## src/rtl/dr_alm_mac_acc.sv

```systemverilog
// dr_alm_mac_acc: streaming signed accumulator behind the DR-ALM multiplier.
// Sums a programmable number of 2*WIDTH-bit signed products into an ACC_WIDTH
// accumulator, then holds the result until the consumer accepts it.
// Optional feature macro: ACC_SATURATE_EN (saturating accumulate plus sticky
// per-vector overflow flag). When it is undefined, the accumulator wraps and
// o_ovf is held at 0.
module dr_alm_mac_acc #(
  parameter int unsigned WIDTH     = 16,
  parameter int unsigned ACC_WIDTH = 40,
  parameter int unsigned LEN_WIDTH = 8
) (
  input  logic                        i_clk,
  input  logic                        i_rst_n,
  input  logic                        i_clear,
  input  logic [LEN_WIDTH-1:0]        i_len,
  input  logic                        i_valid,
  output logic                        o_ready,
  input  logic signed [2*WIDTH-1:0]   i_prod,
  output logic                        o_valid,
  input  logic                        i_ready,
  output logic signed [ACC_WIDTH-1:0] o_acc,
  output logic                        o_ovf
);

  localparam int unsigned PW = 2 * WIDTH;
  // One extra bit so that len = 2^LEN_WIDTH-1 completes without wrapping.
  localparam int unsigned CW = LEN_WIDTH + 1;

  // Reject an accumulator narrower than a single product.
  if (ACC_WIDTH < PW) begin : g_cfg_err
    $error("dr_alm_mac_acc: ACC_WIDTH must be >= 2*WIDTH");
  end

  typedef enum logic [1:0] {
    ST_IDLE = 2'd0,
    ST_ACC  = 2'd1,
    ST_HOLD = 2'd2
  } state_e;

  state_e                      state_q;
  logic signed [ACC_WIDTH-1:0] acc_q;
  logic [CW-1:0]               count_q;
  logic [CW-1:0]               len_q;
  logic                        ovf_q;
  logic                        valid_q;
  logic                        ready_q;

  logic signed [ACC_WIDTH-1:0] prod_ext_c;
  logic signed [ACC_WIDTH-1:0] acc_d;
  logic                        ovf_hit_c;
  logic [CW-1:0]               len_eff_c;
  logic [CW-1:0]               count_inc_c;

  // Sign-extend the incoming product to accumulator width.
  assign prod_ext_c = ACC_WIDTH'(i_prod);

`ifdef ACC_SATURATE_EN
  localparam logic signed [ACC_WIDTH-1:0] ACC_MAX = {1'b0, {(ACC_WIDTH-1){1'b1}}};
  localparam logic signed [ACC_WIDTH-1:0] ACC_MIN = {1'b1, {(ACC_WIDTH-1){1'b0}}};

  logic signed [ACC_WIDTH:0] sum_c;

  // Sum one bit wider than the accumulator; differing top bits flag overflow
  // and the top bit carries the true sign used to pick the clamp rail.
  assign sum_c     = (ACC_WIDTH+1)'(acc_q) + (ACC_WIDTH+1)'(prod_ext_c);
  assign ovf_hit_c = sum_c[ACC_WIDTH] ^ sum_c[ACC_WIDTH-1];
  assign acc_d     = !ovf_hit_c ? sum_c[ACC_WIDTH-1:0]
                                : (sum_c[ACC_WIDTH] ? ACC_MIN : ACC_MAX);
`else
  // Plain two's-complement wrap at accumulator width.
  assign acc_d     = acc_q + prod_ext_c;
  assign ovf_hit_c = 1'b0;
`endif

  // A zero length is treated as a single-product vector.
  assign len_eff_c   = (i_len == '0) ? CW'(1) : CW'(i_len);
  assign count_inc_c = count_q + CW'(1);

  // Vector FSM: accumulate beats, then hold the result until accepted.
  always_ff @(posedge i_clk or negedge i_rst_n) begin
    if (!i_rst_n) begin
      state_q <= ST_IDLE;
      acc_q   <= '0;
      count_q <= '0;
      len_q   <= '0;
      ovf_q   <= 1'b0;
      valid_q <= 1'b0;
      ready_q <= 1'b0;
    end else if (i_clear) begin
      state_q <= ST_IDLE;
      acc_q   <= '0;
      count_q <= '0;
      len_q   <= '0;
      ovf_q   <= 1'b0;
      valid_q <= 1'b0;
      ready_q <= 1'b1;
    end else begin
      unique case (state_q)
        ST_IDLE: begin
          ready_q <= 1'b1;
          valid_q <= 1'b0;
          if (i_valid && ready_q) begin
            len_q   <= len_eff_c;
            acc_q   <= prod_ext_c;
            count_q <= CW'(1);
            ovf_q   <= 1'b0;
            if (len_eff_c == CW'(1)) begin
              state_q <= ST_HOLD;
              ready_q <= 1'b0;
              valid_q <= 1'b1;
            end else begin
              state_q <= ST_ACC;
            end
          end
        end
        ST_ACC: begin
          if (i_valid) begin
            acc_q   <= acc_d;
            ovf_q   <= ovf_q | ovf_hit_c;
            count_q <= count_inc_c;
            if (count_inc_c == len_q) begin
              state_q <= ST_HOLD;
              ready_q <= 1'b0;
              valid_q <= 1'b1;
            end
          end
        end
        ST_HOLD: begin
          if (i_ready) begin
            state_q <= ST_IDLE;
            acc_q   <= '0;
            count_q <= '0;
            ovf_q   <= 1'b0;
            valid_q <= 1'b0;
            ready_q <= 1'b1;
          end
        end
        default: begin
          state_q <= ST_IDLE;
          acc_q   <= '0;
          count_q <= '0;
          ovf_q   <= 1'b0;
          valid_q <= 1'b0;
          ready_q <= 1'b1;
        end
      endcase
    end
  end

  assign o_ready = ready_q;
  assign o_valid = valid_q;
  assign o_acc   = acc_q;
  assign o_ovf   = ovf_q;

endmodule

```

## config.mk

```make
export PLATFORM = sky130hd
export DESIGN_NAME = dr_alm_mac_acc
export DESIGN_NICKNAME = d
export VERILOG_FILES = /design/src/rtl/dr_alm_mac_acc.sv
export SDC_FILE = /design/constraint.sdc
export NUM_CORES = 1
export LEC_CHECK = 0
export ABC_CLOCK_PERIOD_IN_PS = 5300
export BUFFER_PORTS_ARGS = -buffer_cell sky130_fd_sc_hd__buf_2
export CAP_MARGIN = 20
export CORE_MARGIN = 5
export CORE_UTILIZATION = 60
export DETAILED_ROUTE_END_ITERATION = 16
export GPL_ROUTABILITY_DRIVEN = 0
export PLACE_DENSITY = 0.86
export SLEW_MARGIN = 20
export SYNTH_ARGS = -nofsm -noshare
export SYNTH_HDL_FRONTEND = slang
export SYNTH_SLANG_ARGS = --single-unit
```

## constraint.sdc

```tcl
create_clock -name i_clk -period 5.3 [get_ports i_clk]
set_input_delay 0.265 -clock i_clk [delete_from_list [all_inputs] [get_ports i_clk]]
set_output_delay 0.265 -clock i_clk [all_outputs]
set_load 0.01 [all_outputs]
```

==> impl_metrics.toml, run 1 <==
[routing]
wl_met3_um = 1040
drtPass1Iterations = 5
routed-via-count = 5031
drc = 0
postRouteAntennaNets = 0
routedWlPerCell_um = 17.7
highest_layer = "met4"
viasPerCell = 6.44
route.met2.wl_um = 6650
wl_um = 13800
wl_met1_um = 5710
drt-initial-drc-count = 287

[layout]
stdcell_count = 781
regArea_um2 = 1530
final_cell_mix = "buf_2 (86), o21ai_0 (74), nand2_1 (62)"
nFillCells = 647
drive_above_1_share = 0.176
multi_input_area_um2 = 3290
diodes = 0
syn_to_final_growth_pct = 14.4
layout.nets = 757
mostFrequentLayoutCell = "buf_2"

[synthesis]
synth_edf_count = 0
async_reset_ff_frac = 1.00
synth_fp_nets = 683
syn_inst = 597
synth_seq_cells = 61
ys.warnings.count = 0
syn_area_per_cell_um2 = 8.31
mappedNetlistArea_um2 = 4960
synth_flop_cell = "dfrtp_1"
synth_cell_types = 64
yosysSeqAreaShare = 0.308

[global_routing]
grt_pass1_wl_um = 23600
overflow = 0
first_global_vias = 5124
grt_use_total = 0.282
antenna_found_initial = 0
grt_max_degree = 62

[clock_network]
cts_root_buffer = "clkbuf_8"
htreeDepth = 3
cts_resized = 0
postCtsHoldBufs = 0
insertion_delay_ns = 0.34
clock_path_buffers = 2
cts_tree = "built"
cts_buffers = 9
path_clk_slew_ns = 0.08
cts_setup_buffers = 0
clock_sinks = 61

[flow_run]
max_cap_violations = 0

[sta]
hold_viol = 0
slew_viol_final = 0
period_needed_ns = 3.32
worst_clock_skew_ns = 0.00514
fmax_mhz = 301
slew-limit-headroom = 0.396
rsz0062_at_grt = "false"
setup_viol = 0
worstMarginPinSlew_ns = 0.903
tns_ns = 0
fin_crit_sh = 0.626

[floorplanning]
core_um2 = 8130
die_h_um = 101
die_w_um = 101
rows = 33
die_area_um2 = 10200
num_io_pins = 88
start_util = 0.610

[worst_setup_path]
critPathKind = "reg2reg"
reg2reg_depth = 11
crit_arrival_ns = 3.51
end_kind = "flip-flop"
crit_required_ns = 5.49
crit_fanout = 5
crit_path_start_kind = "flip-flop"

[power_and_ir_drop]
power_density_nw_per_um2 = 295
p_leak_nw = 2.78
power.total_mw = 1.68
irDropWorstVdd_v = 0.000165

[worst_hold_path]
hold_class = "in2async"

[place]
dp_cells = 765
placement.io_buffers = 86
hpwlAfterDp_um = 10000

[run_status]
status = "completed"
==> through the flow <==
stage	instance area [µm²]	utilization	hold WS (ns)	worst slack [ns]
global route	5680	0.698	0.152	1.76
floorplan	4960	-	-0.0306	2.45
global placement	5450	0.671	0.480	2.17
CTS	5680	0.698	0.125	2.03
finish	5680	0.698	0.0668	1.98
detailed placement	5450	0.671	0.490	2.03
==> flip-flops by register name, indices dropped and copies added, names as in the netlist <==
name,cells
o_ready,1
o_acc,40
len_q,8
state_q,2
o_valid,1
count_q,9
==> cells by family after synthesis <==
kind of cell             share of synthesized area
AO/OA/AOI/OAI                                0.288
XOR/XNOR                                    0.0777
adder cells (fa/ha/maj)                      0.105
buffers and inverters                       0.0325
flip-flops                                   0.308
multiplexers                                0.0232
other                                     0.000756
AND/OR/NAND/NOR                              0.165
==> report_power, final <==
group | internal, mW | switching (mW)
combinational | 0.262 | 0.382
clock | 0.267 | 0.209
sequential | 0.512 | 0.0434
==> cells in the mapped netlist (3+ instances only) <==
library cell	count	area, µm²
a21oi_1	51	255
o31ai_1	8	60.1
nand2_1	63	236
o21bai_1	4	30.0
dfrtp_1	61	1530
ha_1	40	500
a221oi_1	4	35.0
a21o_1	22	165
and3_4	3	33.8
a22oi_1	11	82.6
nand4_1	6	37.5
o22ai_1	3	18.8
xor2_1	24	210
nor3_1	13	65.1
o21ai_0	74	370
clkbuf_1	22	82.6
a22o_1	10	87.6
o21a_1	4	30.0
nand3_1	16	80.1
inv_1	13	48.8
xnor2_1	20	175
a211oi_1	4	30.0
o211ai_1	3	22.5
buf_1	3	11.3
nand2b_1	6	37.5
and3_1	5	31.3
nor2b_1	6	37.5
mux2i_1	10	100
nor2_1	41	154
==> layout make-up <==
cell class                      count  share of cell area
Sequential cell                    61               0.269
Timing Repair Buffer               90              0.0811
Multi-Input combinational cell    496               0.579
Clock inverter                      7              0.0174
Clock buffer                        9              0.0218
Inverter                           13             0.00859
Tap cell                          105              0.0231
==> worst max-delay path, cell delays in order, from the launching register on <==
cell and delay, ns:
dfrtp_1 0.40, ha_1 0.23, fa_1 0.44, a211oi_1 0.34
o21ai_0 0.20, nand2_1 0.11, o211ai_1 0.22, a41oi_1 0.42
o211ai_1 0.25, a41oi_1 0.30, xor2_1 0.16, o21ai_0 0.10
==> layer usage <==
| layer | vias up | track usage |
|---|---|---|
| li1 | 2353 | - |
| met1 | 2390 | 0.351 |
| met2 | 245 | 0.477 |
| met3 | 43 | 0.0429 |
| met4 | 0 | 0.135 |
| met5 | - | 0 |
==> path summary, 6_finish.rpt <==
path | startpoint | end | slack [ns]
max | o_acc[0]$_DFFE_PN0P_ | o_acc[32]$_DFFE_PN0P_ | 1.98
min | i_rst_n | o_acc[6]$_DFFE_PN0P_ | 0.07
max reg2reg | o_acc[0]$_DFFE_PN0P_ | o_acc[32]$_DFFE_PN0P_ | 1.98
min reg2reg | o_acc[4]$_DFFE_PN0P_ | o_acc[4]$_DFFE_PN0P_ | 0.51
max in group asynchronous | i_rst_n | o_acc[25]$_DFFE_PN0P_ | 4.66
min in group i_clk | i_len[1] | len_q[1]$_DFFE_PN0P_ | 0.15
(Power assumes the default switching activity.)
==> run 2: changes to the inputs <==
ABC_CLOCK_PERIOD_IN_PS = 3000   (was 5300)
CORE_UTILIZATION = 52   (was 60)
PLACE_DENSITY = 0.79   (was 0.86)
clock period = 3 ns   (was 5.3 ns; I/O delays follow)
==> run 2 against run 1 <==
Critical endpoint is now o_acc[37]$_DFFE_PN0P_; routed wire length rose by 3.8%; maximum frequency grew 13%; sequential power rose by 76%; critical path depth decreased by 1.
==> impl_metrics.toml, run 2 (synthesis gave the netlist of run 1 again) <==
[power_and_ir_drop]
seq_power_share = 0.330
p_switching_mw = 1.16
power_density_nw_per_um2 = 500
combPwrFrac = 0.411
power.total_mw = 2.97
p_leak_nw = 2.85
irDropWorstVdd_v = 0.000259
swShare = 0.390
internal-power_mw = 1.81
clkPwrFrac = 0.258

[routing]
routed-via-count = 5125
routedWlPerCell_um = 17.4
viasPerCell = 6.22
drtPass1Iterations = 6
wl_um = 14300
drc = 0
postRouteAntennaNets = 0
drt-initial-drc-count = 459

[worst_setup_path]
reg2reg_depth = 10
critical_path.cell_chain = "ha_4 -> a21oi_1 -> o22ai_1 -> o21ai_1 -> or4b_4 -> o211ai_4 -> a21boi_2 -> or2_4 -> a211o_1 -> a221o_1"
crit_fanout = 5
max_stage_delay_ns = 0.50
rr_startpoint = "o_acc[8]$_DFFE_PN0P_"
regToRegSetupSlack_ns = 0.07
crit_required_ns = 3.23
crit_path_start_kind = "flip-flop"
critPathKind = "reg2reg"
crit_buf_inv = 0
crit_arrival_ns = 3.16
end_kind = "flip-flop"
r2r_end = "o_acc[37]$_DFFE_PN0P_"
crit_family = "compound AO/OA/AOI/OAI gates"
slowest_stage = "or4b_4"

[sta]
layout_setup_ws_ns = 0.0729
slew-limit-headroom = 0.451
worst_clock_skew_ns = 0.00870
tns_ns = 0
setup_viol = 0
slew_viol_final = 0
period_needed_ns = 2.93
fin_crit_sh = 0.976
hold_viol = 0
hold_slack_ns = 0.0331
worstMarginPinSlew_ns = 0.816
fmax_mhz = 342

[clock_network]
cts_buffers = 9
cts_root_buffer = "clkbuf_8"
path_clk_slew_ns = 0.08
insertion_delay_ns = 0.35
clock_path_buffers = 2
cts_tree = "built"
htreeDepth = 3
clock_sinks = 61

[worst_hold_path]
hold_class = "in2reg"
holdPathEnd = "len_q[2]$_DFFE_PN0P_"
holdPathStages = 2
min_from = "i_len[2]"

[floorplanning]
die_area_um2 = 11600
core_um2 = 9280
die_w_um = 108
num_io_pins = 88
start_util = 0.535
die_h_um = 108
rows = 35

[flow_run]
max_cap_violations = 0

[layout]
nFillCells = 808
drive_above_1_share = 0.220
diodes = 0
stdcell_count = 824
largest_reg_flops = 40
final_cell_mix = "buf_2 (86), o21ai_0 (70), nand2_1 (63)"
final_area_um2 = 5930
final_util = 0.639
syn_to_final_growth_pct = 19.6
layout.nets = 776
mostFrequentLayoutCell = "buf_2"

[run_status]
status = "completed"

[global_routing]
grt_use_total = 0.248
overflow = 0
grt_max_degree = 35
antenna_found_initial = 0
grt_pass1_wl_um = 23500
first_global_vias = 4819

[place]
dpl-instance-area_um2 = 5590
dp_cells = 803
placement.io_buffers = 86
place_ws_ns = 0.00555
hpwlAfterDp_um = 10400
==> run 2: cell types whose count changed in the layout (fill, tap and decap cells not counted), sizes merged <==
cell | before | now
buf | 90 | 108
dlygate4sd3 | 0 | 1
bufinv | 2 | 1
inv | 14 | 15
==> run 2: power by group through the flow <==
stage	clock network, mW	logic (mW)	registers (mW)
3_3_place_gp	0	1.11	0.987
3_5_place_dp	0	1.14	0.993
4_1_cts	0.773	1.15	0.978
2_1_floorplan	0	0.755	1.02
5_1_grt	0.822	1.34	0.993
6_report	0.766	1.22	0.980
==> run 2: worst max-delay path by stage <==
stage / slack [ns] / cells past startpoint / endpoint / startpoint
2_1_floorplan: 0.15 / 11 / o_acc[32]$_DFFE_PN0P_ / o_acc[0]$_DFFE_PN0P_
3_3_place_gp: 0.09 / 12 / o_acc[32]$_DFFE_PN0P_ / o_acc[0]$_DFFE_PN0P_
3_5_place_dp: 0.006 / 10 / o_acc[37]$_DFFE_PN0P_ / o_acc[8]$_DFFE_PN0P_
4_1_cts: 0.006 / 10 / o_acc[37]$_DFFE_PN0P_ / o_acc[7]$_DFFE_PN0P_
5_1_grt: -0.03 / 10 / o_acc[39]$_DFFE_PN0P_ / o_acc[8]$_DFFE_PN0P_
6_report: 0.07 / 10 / o_acc[37]$_DFFE_PN0P_ / o_acc[8]$_DFFE_PN0P_
==> run 2: cell type report <==
cell class / count / area, µm² / share of cell area
Multi-Input combinational cell: 496 / 3390 / 0.572
Clock buffer: 9 / 124 / 0.0209
Clock inverter: 7 / 73.8 / 0.0124
Sequential cell: 61 / 1530 / 0.257
Tap cell: 129 / 161 / 0.0272
Timing Repair Buffer: 109 / 606 / 0.102
Inverter: 13 / 48.8 / 0.00822
==> run 2: routing by layer <==
layer | up-vias | wire length, µm | GRT usage
met4 | 0 | 278 | 0.0748
met2 | 226 | 6820 | 0.397
met1 | 2455 | 6230 | 0.352
met5 | - | 0 | 0
met3 | 36 | 991 | 0.0288
li1 | 2408 | - | -
==> run 2: repair_timing <==
item,CTS,global route
endpoints found under the setup margin,1,14
pin swaps,1,6
endpoints found under the hold margin,19,0
hold buffers,1,0
gates resized for setup,1,22
buffers inserted,1,3
